`config.mk`:
```
export PLATFORM = sky130hd
export DESIGN_NAME = rv32_imem_loader
export DESIGN_NICKNAME = d
export VERILOG_FILES = /design/src/rtl/rv32_imem_loader_pkg.sv /design/src/rtl/rv32_imem_loader_byte_assembler.sv /design/src/rtl/rv32_imem_loader.sv
export SDC_FILE = /design/constraint.sdc
export NUM_CORES = 1
export LEC_CHECK = 0
export CAP_MARGIN = 40
export CORE_MARGIN = 2
export CORE_UTILIZATION = 35
export CTS_BUF_LIST = sky130_fd_sc_hd__clkbuf_4
export DETAILED_ROUTE_END_ITERATION = 8
export GPL_TIMING_DRIVEN = 0
export PLACE_DENSITY = 0.56
export SYNTH_ARGS = -nofsm -noshare
export SYNTH_HDL_FRONTEND = slang
export SYNTH_SLANG_ARGS = --single-unit
```
`constraint.sdc`:
```
create_clock -name rv32_io_clk -period 3 [get_ports rv32_io_clk]
set_input_delay 0.6 -clock rv32_io_clk [delete_from_list [all_inputs] [get_ports rv32_io_clk]]
set_output_delay 0.6 -clock rv32_io_clk [all_outputs]
set_load 0.03 [all_outputs]
```
`src/rtl/rv32_imem_loader_pkg.sv`:
```
// Shared types for the instruction-memory program loader: address/instruction
// word types, loader FSM states and error codes.
package rv32_imem_loader_pkg;

  localparam int IMEM_ADDR_W = 10;
  localparam int INSTR_W     = 32;

  typedef logic [IMEM_ADDR_W-1:0] rv32_imem_addr_t;
  typedef logic [INSTR_W-1:0]     rv32_instr_t;

  typedef enum logic [2:0] {
    LD_IDLE    = 3'd0,
    LD_HDR     = 3'd1,
    LD_DATA    = 3'd2,
    LD_WRITE   = 3'd3,
    LD_RELEASE = 3'd4,
    LD_DONE    = 3'd5,
    LD_ERR     = 3'd6
  } ld_state_t;

  typedef enum logic [1:0] {
    LD_ERR_NONE    = 2'd0,
    LD_ERR_COUNT   = 2'd1,
    LD_ERR_TIMEOUT = 2'd2
  } ld_err_t;

  // A header word count is usable when it is non-zero and fits in the imem.
  function automatic logic count_ok(input logic [31:0] count, input int depth);
    return (count != 32'd0) && (count <= 32'(depth));
  endfunction

endpackage

```
`src/rtl/rv32_imem_loader_byte_assembler.sv`:
```
// Packs a little-endian byte stream into 32-bit words. The completed word and
// its one-cycle valid flag are presented combinationally on the edge that
// accepts the fourth byte, so the caller can register it without extra delay.
module rv32_imem_loader_byte_assembler
  import rv32_imem_loader_pkg::*;
(
  input  logic        clk,
  input  logic        rst_n,
  input  logic        clr,
  input  logic [7:0]  byte_in,
  input  logic        byte_fire,
  output rv32_instr_t word,
  output logic        word_valid
);

  logic [1:0]  idx_r;
  logic [23:0] shift_r;

  // Byte lane index and the three lower bytes collected so far.
  always_ff @(posedge clk or negedge rst_n) begin
    if (!rst_n) begin
      idx_r   <= 2'd0;
      shift_r <= 24'd0;
    end else if (clr) begin
      idx_r   <= 2'd0;
      shift_r <= shift_r;
    end else if (byte_fire) begin
      idx_r   <= idx_r + 2'd1;
      shift_r <= {byte_in, shift_r[23:8]};
    end else begin
      idx_r   <= idx_r;
      shift_r <= shift_r;
    end
  end

  assign word       = {byte_in, shift_r};
  assign word_valid = byte_fire && (idx_r == 2'd3);

endmodule

```
`src/rtl/rv32_imem_loader.sv`:
```
// Program loader: receives a 4-byte word count followed by that many
// little-endian instruction words, writes them to consecutive imem addresses
// while holding the core in reset/program mode, then releases the core.
module rv32_imem_loader
  import rv32_imem_loader_pkg::*;
#(
  parameter int IMEM_DEPTH     = 1024,
  parameter int TIMEOUT_CYCLES = 65535,
  parameter int RELEASE_DELAY  = 2
) (
  input  logic                   rv32_io_clk,
  input  logic                   rv32_io_rst_n,
  input  logic                   ld_start,
  input  logic [7:0]             ld_byte,
  input  logic                   ld_byte_valid,
  output logic                   ld_byte_ready,
  output logic                   rv32_io_imem_w_en,
  output logic [IMEM_ADDR_W-1:0] rv32_io_imem_addr,
  output logic [INSTR_W-1:0]     rv32_io_imem_data,
  output logic                   rv32_io_program,
  output logic                   core_rst_n,
  output logic                   ld_busy,
  output logic                   ld_done,
  output logic [1:0]             ld_err,
  output logic [31:0]            ld_words
);

  ld_state_t       state_r, state_n;
  logic [31:0]     count_r, count_n;
  logic [31:0]     words_r, words_n;
  logic [31:0]     tmo_r, tmo_n;
  logic [31:0]     rel_r, rel_n;
  logic            ready_r, ready_n;
  logic            w_en_r, w_en_n;
  rv32_imem_addr_t addr_r, addr_n;
  rv32_instr_t     data_r, data_n;
  logic            program_r, program_n;
  logic            core_rst_n_r, core_rst_n_n;
  logic            busy_r, busy_n;
  logic            done_r, done_n;
  ld_err_t         err_r, err_n;

  logic            fire_s;
  logic            asm_clr_s;
  rv32_instr_t     word_s;
  logic            word_valid_s;

  assign fire_s = ld_byte_valid && ready_r;

  rv32_imem_loader_byte_assembler u_asm (
    .clk        (rv32_io_clk),
    .rst_n      (rv32_io_rst_n),
    .clr        (asm_clr_s),
    .byte_in    (ld_byte),
    .byte_fire  (fire_s),
    .word       (word_s),
    .word_valid (word_valid_s)
  );

  // State, counters and registered outputs.
  always_ff @(posedge rv32_io_clk or negedge rv32_io_rst_n) begin
    if (!rv32_io_rst_n) begin
      state_r      <= LD_IDLE;
      count_r      <= 32'd0;
      words_r      <= 32'd0;
      tmo_r        <= 32'd0;
      rel_r        <= 32'd0;
      ready_r      <= 1'b0;
      w_en_r       <= 1'b0;
      addr_r       <= '0;
      data_r       <= '0;
      program_r    <= 1'b0;
      core_rst_n_r <= 1'b1;
      busy_r       <= 1'b0;
      done_r       <= 1'b0;
      err_r        <= LD_ERR_NONE;
    end else begin
      state_r      <= state_n;
      count_r      <= count_n;
      words_r      <= words_n;
      tmo_r        <= tmo_n;
      rel_r        <= rel_n;
      ready_r      <= ready_n;
      w_en_r       <= w_en_n;
      addr_r       <= addr_n;
      data_r       <= data_n;
      program_r    <= program_n;
      core_rst_n_r <= core_rst_n_n;
      busy_r       <= busy_n;
      done_r       <= done_n;
      err_r        <= err_n;
    end
  end

  // Next-state and next-output decode for the load sequence.
  always_comb begin
    state_n      = state_r;
    count_n      = count_r;
    words_n      = words_r;
    tmo_n        = tmo_r;
    rel_n        = rel_r;
    w_en_n       = 1'b0;
    addr_n       = addr_r;
    data_n       = data_r;
    program_n    = program_r;
    core_rst_n_n = core_rst_n_r;
    busy_n       = busy_r;
    done_n       = done_r;
    err_n        = err_r;
    asm_clr_s    = 1'b0;

    case (state_r)
      LD_IDLE, LD_DONE, LD_ERR: begin
        if (ld_start) begin
          state_n      = LD_HDR;
          done_n       = 1'b0;
          err_n        = LD_ERR_NONE;
          words_n      = 32'd0;
          tmo_n        = 32'd0;
          asm_clr_s    = 1'b1;
          program_n    = 1'b1;
          core_rst_n_n = 1'b0;
          busy_n       = 1'b1;
        end else begin
          state_n = state_r;
        end
      end
      LD_HDR, LD_DATA: begin
        if (fire_s) begin
          tmo_n = 32'd0;
          if (word_valid_s && (state_r == LD_HDR)) begin
            count_n = word_s;
            if (count_ok(word_s, IMEM_DEPTH)) begin
              state_n = LD_DATA;
            end else begin
              // core_rst_n stays low so a half-loaded core never runs.
              state_n   = LD_ERR;
              err_n     = LD_ERR_COUNT;
              program_n = 1'b0;
              busy_n    = 1'b0;
            end
          end else if (word_valid_s) begin
            state_n = LD_WRITE;
            w_en_n  = 1'b1;
            addr_n  = words_r[IMEM_ADDR_W-1:0];
            data_n  = word_s;
          end else begin
            state_n = state_r;
          end
        end else if ((tmo_r + 32'd1) >= 32'(TIMEOUT_CYCLES)) begin
          state_n   = LD_ERR;
          err_n     = LD_ERR_TIMEOUT;
          program_n = 1'b0;
          busy_n    = 1'b0;
        end else begin
          tmo_n = tmo_r + 32'd1;
        end
      end
      LD_WRITE: begin
        words_n = words_r + 32'd1;
        // The edge leaving WRITE counts as the first release-delay cycle.
        rel_n   = 32'd1;
        if ((words_r + 32'd1) == count_r) begin
          state_n = LD_RELEASE;
        end else begin
          state_n = LD_DATA;
        end
      end
      LD_RELEASE: begin
        if ((rel_r + 32'd1) >= 32'(RELEASE_DELAY)) begin
          state_n      = LD_DONE;
          program_n    = 1'b0;
          core_rst_n_n = 1'b1;
          busy_n       = 1'b0;
          done_n       = 1'b1;
        end else begin
          rel_n = rel_r + 32'd1;
        end
      end
      default: begin
        state_n = LD_IDLE;
      end
    endcase

    ready_n = (state_n == LD_HDR) || (state_n == LD_DATA);
  end

  assign ld_byte_ready     = ready_r;
  assign rv32_io_imem_w_en = w_en_r;
  assign rv32_io_imem_addr = addr_r;
  assign rv32_io_imem_data = data_r;
  assign rv32_io_program   = program_r;
  assign core_rst_n        = core_rst_n_r;
  assign ld_busy           = busy_r;
  assign ld_done           = done_r;
  assign ld_err            = err_r;
  assign ld_words          = words_r;

endmodule

```
==> flow_summary_export.csv, run 1 <==
group,metric,value,unit
run_status,outcome,"finished, violations left",
run_status,violations,"negative setup slack",
synthesis,synth_area,10900,µm²
power_and_ir_drop,combPwrFrac,0.376,
grt,antenna_found_initial,0,
critical_path,worst-endpoint-required,3.57,ns
floorplanning,die_y,180,µm
placed_design,io_buffers,93,
timing,slew_violations,0,
floorplanning,initial_core_util,0.356,
synthesis,syn_inst,1066,
power_and_ir_drop,swShare,0.382,
timing,setup_ws,-0.0280,ns
critical_path,path_max_fanout,5,
cells_and_area,final_nets,1314,
grt,grt_pass1_vias,9304,
power_and_ir_drop,seqPwrFrac,0.380,
synthesis,async_reset_ff_frac,1.00,
clock_tree,cts_buffers,57,
detailed_routing,firstDrtPassIters,6,
floorplanning,coreArea,30600,µm²
worst_hold_path,hold_class,"flop to flop",
placed_design,place_inst,1559,
clock_tree,cts_tree,"yes",
critical_path,regToRegSetupSlack,-0.03,ns
synthesis,avgSynthCellArea,10.2,µm²
clock_tree,clk_latency,0.70,ns
timing,fmax,330,MHz
critical_path,reg2reg_from,"tmo_r[0]",
worst_hold_path,worstHoldStart,"core_rst_n",
grt,grt_max_degree,106,
clock_tree,cts_root_buf,"clkbuf_4",
critical_path,r2r.worst_path.cells,15,
grt,track_usage,0.191,
grt,grt_pass1_wl,50.6,mm
placed_design,place_congestion,0.847,
critical_path,timing.rr.end,"tmo_r[11]",
synthesis,synth_top_area_share,0.471,
timing,period_share,1.01,
detailed_routing,wl_per_cell,18.3,µm
timing,skew,0.0554,ns
timing,slew_headroom,0.440,
placed_design,dp_hpwl,21.0,mm
detailed_routing,drt_iter0_drc,633,
power_and_ir_drop,p_int,6500,µW
power_and_ir_drop,peakVddDrop,0.472,mV
critical_path,path_cells,"ha_2 -> clkbuf_8 -> nand4_1 -> buf_4 -> or4_4 -> a211o_1 -> o31a_1 -> a211oi_2 -> nand3_2 -> nand3_4 -> nand3_4 -> or2_1 -> buf_6 -> buf_6 -> o41ai_4",
critical_path,path_class,"flop to flop",
synthesis,yosysSeqAreaShare,0.474,
power_and_ir_drop,leakage,0.00611,µW
worst_hold_path,holdPathEnd,"core_rst_n",
detailed_routing,wirelength,31.7,mm
timing,grt_setup_unrepaired,"true",
timing,period_needed,3.03,ns
floorplanning,row_count,64,
timing,worstMarginPinSlew,0.840,ns
timing,finalHoldViolCount,0,
grt,gr-total-overflow,0,
cells_and_area,layout-drive-gt1-share,0.313,
detailed_routing,vias,9361,
critical_path,critPathTopFamily,"simple AND/OR/NAND/NOR gates",
worst_hold_path,holdPathStages,2,
synthesis,ys_ff_latch,206,
detailed_routing,ant_nets,0,
synthesis,ys.flop_type,"dfrtp_1",
clock_tree,h-tree-depth,2,
power_and_ir_drop,power,10500,µW
clock_tree,path_clk_slew,0.07,ns
run,cap_violations,0,
cells_and_area,n_antenna_cell,0,
timing,setup_violations,11,
power_and_ir_drop,p_switching,4020,µW
critical_path,critPathMaxStageDelay,0.46,ns
clock_tree,cts_buffer_depth,3,
floorplanning,die-area,32500,µm²
detailed_routing,drcViolationCount,0,
synthesis,synth_cell_types,81,
critical_path,critPathSlowestCell,"or4_4",
cells_and_area,layoutNonFillerInstCount,1728,
critical_path,start_kind,"flop",
synthesis,yosys_warnings,0,
floorplanning,die_x,180,µm
power_and_ir_drop,power.density,731,nW/µm²
clock_tree,clock-sinks,206,
critical_path,cp.arrival,3.60,ns
synthesis,syn_nets,1084,
critical_path,crit_buf_inv,4,
synthesis,yosys.area.top_type,"dfrtp_1",
cells_and_area,syn2layout_area_growth,32.3,%
detailed_routing,viasPerCell,5.42,
synthesis,synth_top_cells_by_count,"dfrtp_1, mux2_2, nand2_1, o21ai_0, nor2_1",
synthesis,synth_most_common_cell,"dfrtp_1",
floorplanning,ios,94,
synthesis,synth-edff-count,0,
synthesis,synth_area_leaders,"dfrtp_1, mux2_2, o21ai_0",
cells_and_area,fillers,2889,
critical_path,worstSetupEndpointType,"flop",
power_and_ir_drop,pwr-share-clk,0.245,
## through the flow
| step | area (µm²) | setup TNS, ns | hold slack, ns | util | worst slack (ns) |
|---|---|---|---|---|---|
| 2_1_floorplan | 10900 | 0 | 0.304 | - | 0.00240 |
| 3_3_place_gp | 12300 | -1634.56 | 0.473 | 0.403 | -8.53 |
| 3_5_place_dp | 12400 | -39.72 | 0.479 | 0.405 | -1.10 |
| 4_1_cts | 13900 | -0.974 | 0.493 | 0.453 | -0.105 |
| 5_1_grt | 14400 | -3.87 | 0.520 | 0.471 | -0.239 |
| 6_report | 14400 | -0.188 | 0.491 | 0.471 | -0.0280 |
## timing repair
item,in CTS,in global routing
pin swaps,35,26
gates resized for setup,104,72
setup buffers,48,32
endpoints found under the setup margin,90,97
hold endpoints to repair,23,0
gates cloned,4,2
hold buffers,1,0
## cells by family after synthesis
group                      Yosys count  synth area share
AOI/OAI and AO/OA                  199             0.119
adders and majority gates            7           0.00782
xor gates and xnor gates            58            0.0467
and+or+nand+nor                    408             0.208
buffers and inverters               77            0.0316
DFF                                206             0.474
muxes                              111             0.113
## area by class of cell
| cell class | instances | area, µm² | area share |
|---|---|---|---|
| multi-input cells | 785 | 5940 | 0.413 |
| flip-flops and latches | 206 | 5180 | 0.360 |
| repair buffers | 182 | 1660 | 0.116 |
| clock buffers | 86 | 646 | 0.0448 |
| well taps | 396 | 495 | 0.0344 |
| plain buffers | 50 | 354 | 0.0246 |
| clock inverters | 9 | 65.1 | 0.00452 |
| inverters | 14 | 52.6 | 0.00365 |
## power by group through the flow
stage | combinational (µW) | sequential (µW) | clock (µW)
detailed placement | 3450 | 4060 | 0
global route | 4260 | 4100 | 2820
floorplan | 1880 | 4240 | 0
global placement | 3400 | 4050 | 0
finish | 3950 | 4000 | 2580
CTS | 3840 | 4000 | 2660
## worst max-delay path by stage
stage,startpoint,to,slack (ns),depth (start not counted)
floorplan,ld_words[8],ld_byte_ready,0.002,12
global placement,rv32_io_rst_n,ld_words[0],-8.53,1
finish,tmo_r[0],tmo_r[11],-0.03,15
detailed placement,ld_words[8],ld_byte_ready,-1.10,12
CTS,tmo_r[3],tmo_r[11],-0.11,14
global route,tmo_r[10],tmo_r[11],-0.24,14
## state kept, by name, indices dropped and copies added (netlist names)
register	cells
count_r	32
ld_words	32
rel_r	32
rv32_io_imem_data	32
tmo_r	32
u_asm.shift_r	24
rv32_io_imem_addr	10
state_r	3
ld_err	2
u_asm.idx_r	2
core_rst_n	1
ld_busy	1
ld_byte_ready	1
ld_done	1
rv32_io_imem_w_en	1
## metal layers
metal,GRT usage,up-vias,wire length [µm]
met5,0,-,0
met4,0.0703,0,955
met3,0.0386,69,1900
met2,0.306,307,14700
met1,0.255,4558,14100
li1,-,4427,-
## placed cells by master (no fill, tap or decap), drive strengths merged, types with 8 or more instances in the layout
master / n
and2: 54
nand3: 43
o21ai: 78
nand4: 37
clkdlybuf4s50: 92
and3: 21
and4: 8
xnor2: 33
mux2i: 12
inv: 14
nor4: 31
nor3: 27
nand2b: 10
a31oi: 13
nor2: 66
dfrtp: 205
a21oi: 29
nand2: 75
o31ai: 28
mux2: 99
xor2: 25
clkbuf: 120
buf: 105
## worst register-to-register path, cell delays in order (launching register included)
cell,delay [ns]
dfrtp_1,0.35
ha_2,0.17
clkbuf_8,0.11
nand4_1,0.13
buf_4,0.19
or4_4,0.46
a211o_1,0.25
o31a_1,0.11
a211oi_2,0.16
nand3_2,0.13
nand3_4,0.10
nand3_4,0.08
or2_1,0.23
buf_6,0.15
buf_6,0.13
o41ai_4,0.19
Power figures use the tool's default switching activity.
==> run 2: changes to the inputs <==
Settings changed: ABC_CLOCK_PERIOD_IN_PS set to 3000, CAP_MARGIN 40 to 20.
==> run 2 against run 1 <==
Against the previous run:
- the flow still finishes with violations (negative setup slack)
- combinational power decreased by 1%
- core utilization down 0.32 points
- cell area decreased by 0.68%
==> flow_summary_export.csv, run 2 (synthesized netlist as in run 1, its figures left out) <==
group,metric,value,unit
grt,grt_pass1_vias,9264,
cells_and_area,syn2layout_area_growth,31.4,%
timing,finalHoldViolCount,0,
critical_path,cp.arrival,3.67,ns
run_status,outcome,"finished, violations left",
cells_and_area,fillers,2935,
placed_design,dpl-instance-area,12400,µm²
timing,grt_setup_unrepaired,"true",
cells_and_area,multi_input_comb_area,5910,µm²
detailed_routing,wl_per_cell,18.4,µm
cells_and_area,mostFrequentLayoutCells,"dfrtp_1, mux2_2, clkdlybuf4s50_1, clkbuf_4, nand2_1",
grt,track_usage,0.191,
floorplanning,ios,94,
cells_and_area,final_nets,1302,
cells_and_area,postLayoutCellArea,14300,µm²
critical_path,timing.rr.end,"tmo_r[14]",
clock_tree,clock-sinks,206,
timing,slew_headroom,0.449,
clock_tree,cts_tree,"yes",
critical_path,critPathMaxStageDelay,0.61,ns
worst_hold_path,worstHoldStart,"core_rst_n",
critical_path,r2r.worst_path.cells,13,
timing,skew,0.0377,ns
cells_and_area,register_area,5190,µm²
cells_and_area,final_common_cell,"dfrtp_1",
timing,slew_violations,0,
detailed_routing,drt_iter0_drc,596,
worst_hold_path,hold_class,"flop to flop",
clock_tree,cts_buffers,56,
timing,setup_violations,10,
clock_tree,path_clk_slew,0.07,ns
floorplanning,die-area,32500,µm²
worst_hold_path,holdPathStages,2,
floorplanning,coreArea,30600,µm²
critical_path,reg2reg_from,"tmo_r[10]",
clock_tree,cts_buffer_depth,3,
critical_path,path_max_fanout,7,
floorplanning,die_x,180,µm
power_and_ir_drop,power.density,724,nW/µm²
cells_and_area,layoutNonFillerInstCount,1725,
critical_path,worst-endpoint-required,3.57,ns
detailed_routing,wirelength,31.7,mm
detailed_routing,viasPerCell,5.40,
timing,fmax,322,MHz
grt,grt_max_degree,106,
grt,antenna_found_initial,1,
detailed_routing,vias,9317,
critical_path,regToRegSetupSlack,-0.10,ns
detailed_routing,ant_nets,0,
worst_hold_path,holdPathEnd,"core_rst_n",
clock_tree,cts_root_buf,"clkbuf_4",
critical_path,start_kind,"flop",
power_and_ir_drop,peakVddDrop,0.457,mV
critical_path,path_class,"flop to flop",
timing,period_needed,3.10,ns
run_status,violations,"negative setup slack",
power_and_ir_drop,leakage,0.00606,µW
floorplanning,die_y,180,µm
placed_design,place_congestion,0.847,
run,cap_violations,0,
placed_design,place_inst,1556,
clock_tree,clk_latency,0.70,ns
critical_path,path_cells,"buf_8 -> nand4_1 -> or4_4 -> nor2_2 -> o211ai_1 -> a221oi_2 -> nand3_4 -> nand3_4 -> nand3_4 -> or2_1 -> buf_6 -> buf_12 -> o31ai_4",
cells_and_area,layout-drive-gt1-share,0.304,
floorplanning,row_count,64,
critical_path,worstSetupEndpointType,"flop",
critical_path,critPathSlowestCell,"or4_4",
clock_tree,h-tree-depth,2,
timing,period_share,1.03,
grt,gr-total-overflow,0,
detailed_routing,drcViolationCount,0,
critical_path,cp_common_cell,"nand3_4",
detailed_routing,firstDrtPassIters,7,
placed_design,io_buffers,93,
timing,setup_ws,-0.103,ns
floorplanning,initial_core_util,0.356,
placed_design,dp_hpwl,20.9,mm
timing,worstMarginPinSlew,0.827,ns
grt,grt_pass1_wl,50.6,mm
-- run 2: layout make-up --
type                            instances  share of cell area
Clock inverter                         22             0.00639
Sequential cell                       206               0.363
Antenna cell                            1            0.000175
Multi-Input combinational cell        784               0.413
Tap cell                              396              0.0346
Clock buffer                           80              0.0420
Buffer                                 50              0.0247
Timing Repair Buffer                  172               0.113
Inverter                               14             0.00367
-- run 2: timing repair --
action | 4_1_cts | 5_1_grt
endpoints found under the setup margin | 92 | 113
setup buffers | 39 | 34
pin swaps | 21 | 23
hold buffers | 1 | 0
gates resized for setup | 80 | 108
gates cloned | 3 | 2
endpoints found under the hold margin | 36 | 0
-- run 2: report_power, final --
part | internal, µW | total, µW | switching, µW
logic | 1730 | 3910 | 2180
registers | 3380 | 3990 | 614
clock network | 1230 | 2450 | 1220
total | 6330 | 10300 | 4020
-- run 2: worst max-delay path, delay by kind of cell, from the launching register on --
kind / cells / cell delay (ns)
simple gates: 7 / 1.52
compound gates: 3 / 0.70
flops: 1 / 0.37
buf+inv: 3 / 0.41
-- run 2: how the worst max path moves through the flow --
stage / startpoint / end / cells after the start
CTS: state_r[2] / u_asm.shift_r[7] / 10
finish: tmo_r[10] / tmo_r[14] / 13
global placement: rv32_io_rst_n / ld_words[0] / 1
floorplan: ld_words[8] / ld_byte_ready / 12
global route: tmo_r[10] / tmo_r[14] / 13
detailed placement: ld_words[8] / ld_byte_ready / 12
-- run 2: routing by layer --
| metal | routed length, µm | share of wire | GRT usage |
|---|---|---|---|
| met4 | 898 | 0.028 | 0.0623 |
| met2 | 15000 | 0.47 | 0.311 |
| met3 | 1720 | 0.054 | 0.0400 |
| met5 | 0 | 0 | 0 |
| met1 | 14100 | 0.44 | 0.254 |
-- run 2: metrics by stage --
step	setup slack [ns]	TNS, ns	total power (µW)	util	hold slack (ns)
after floorplan	0.00240	0	6110	-	0.304
after detailed placement	-1.10	-47.79	7500	0.404	0.476
after global routing	-0.262	-3.20	11000	0.468	0.518
final	-0.103	-0.568	10300	0.468	0.483
after global placement	-8.53	-1634.56	7450	0.403	0.473
after CTS	-0.0764	-1.63	10200	0.448	0.489
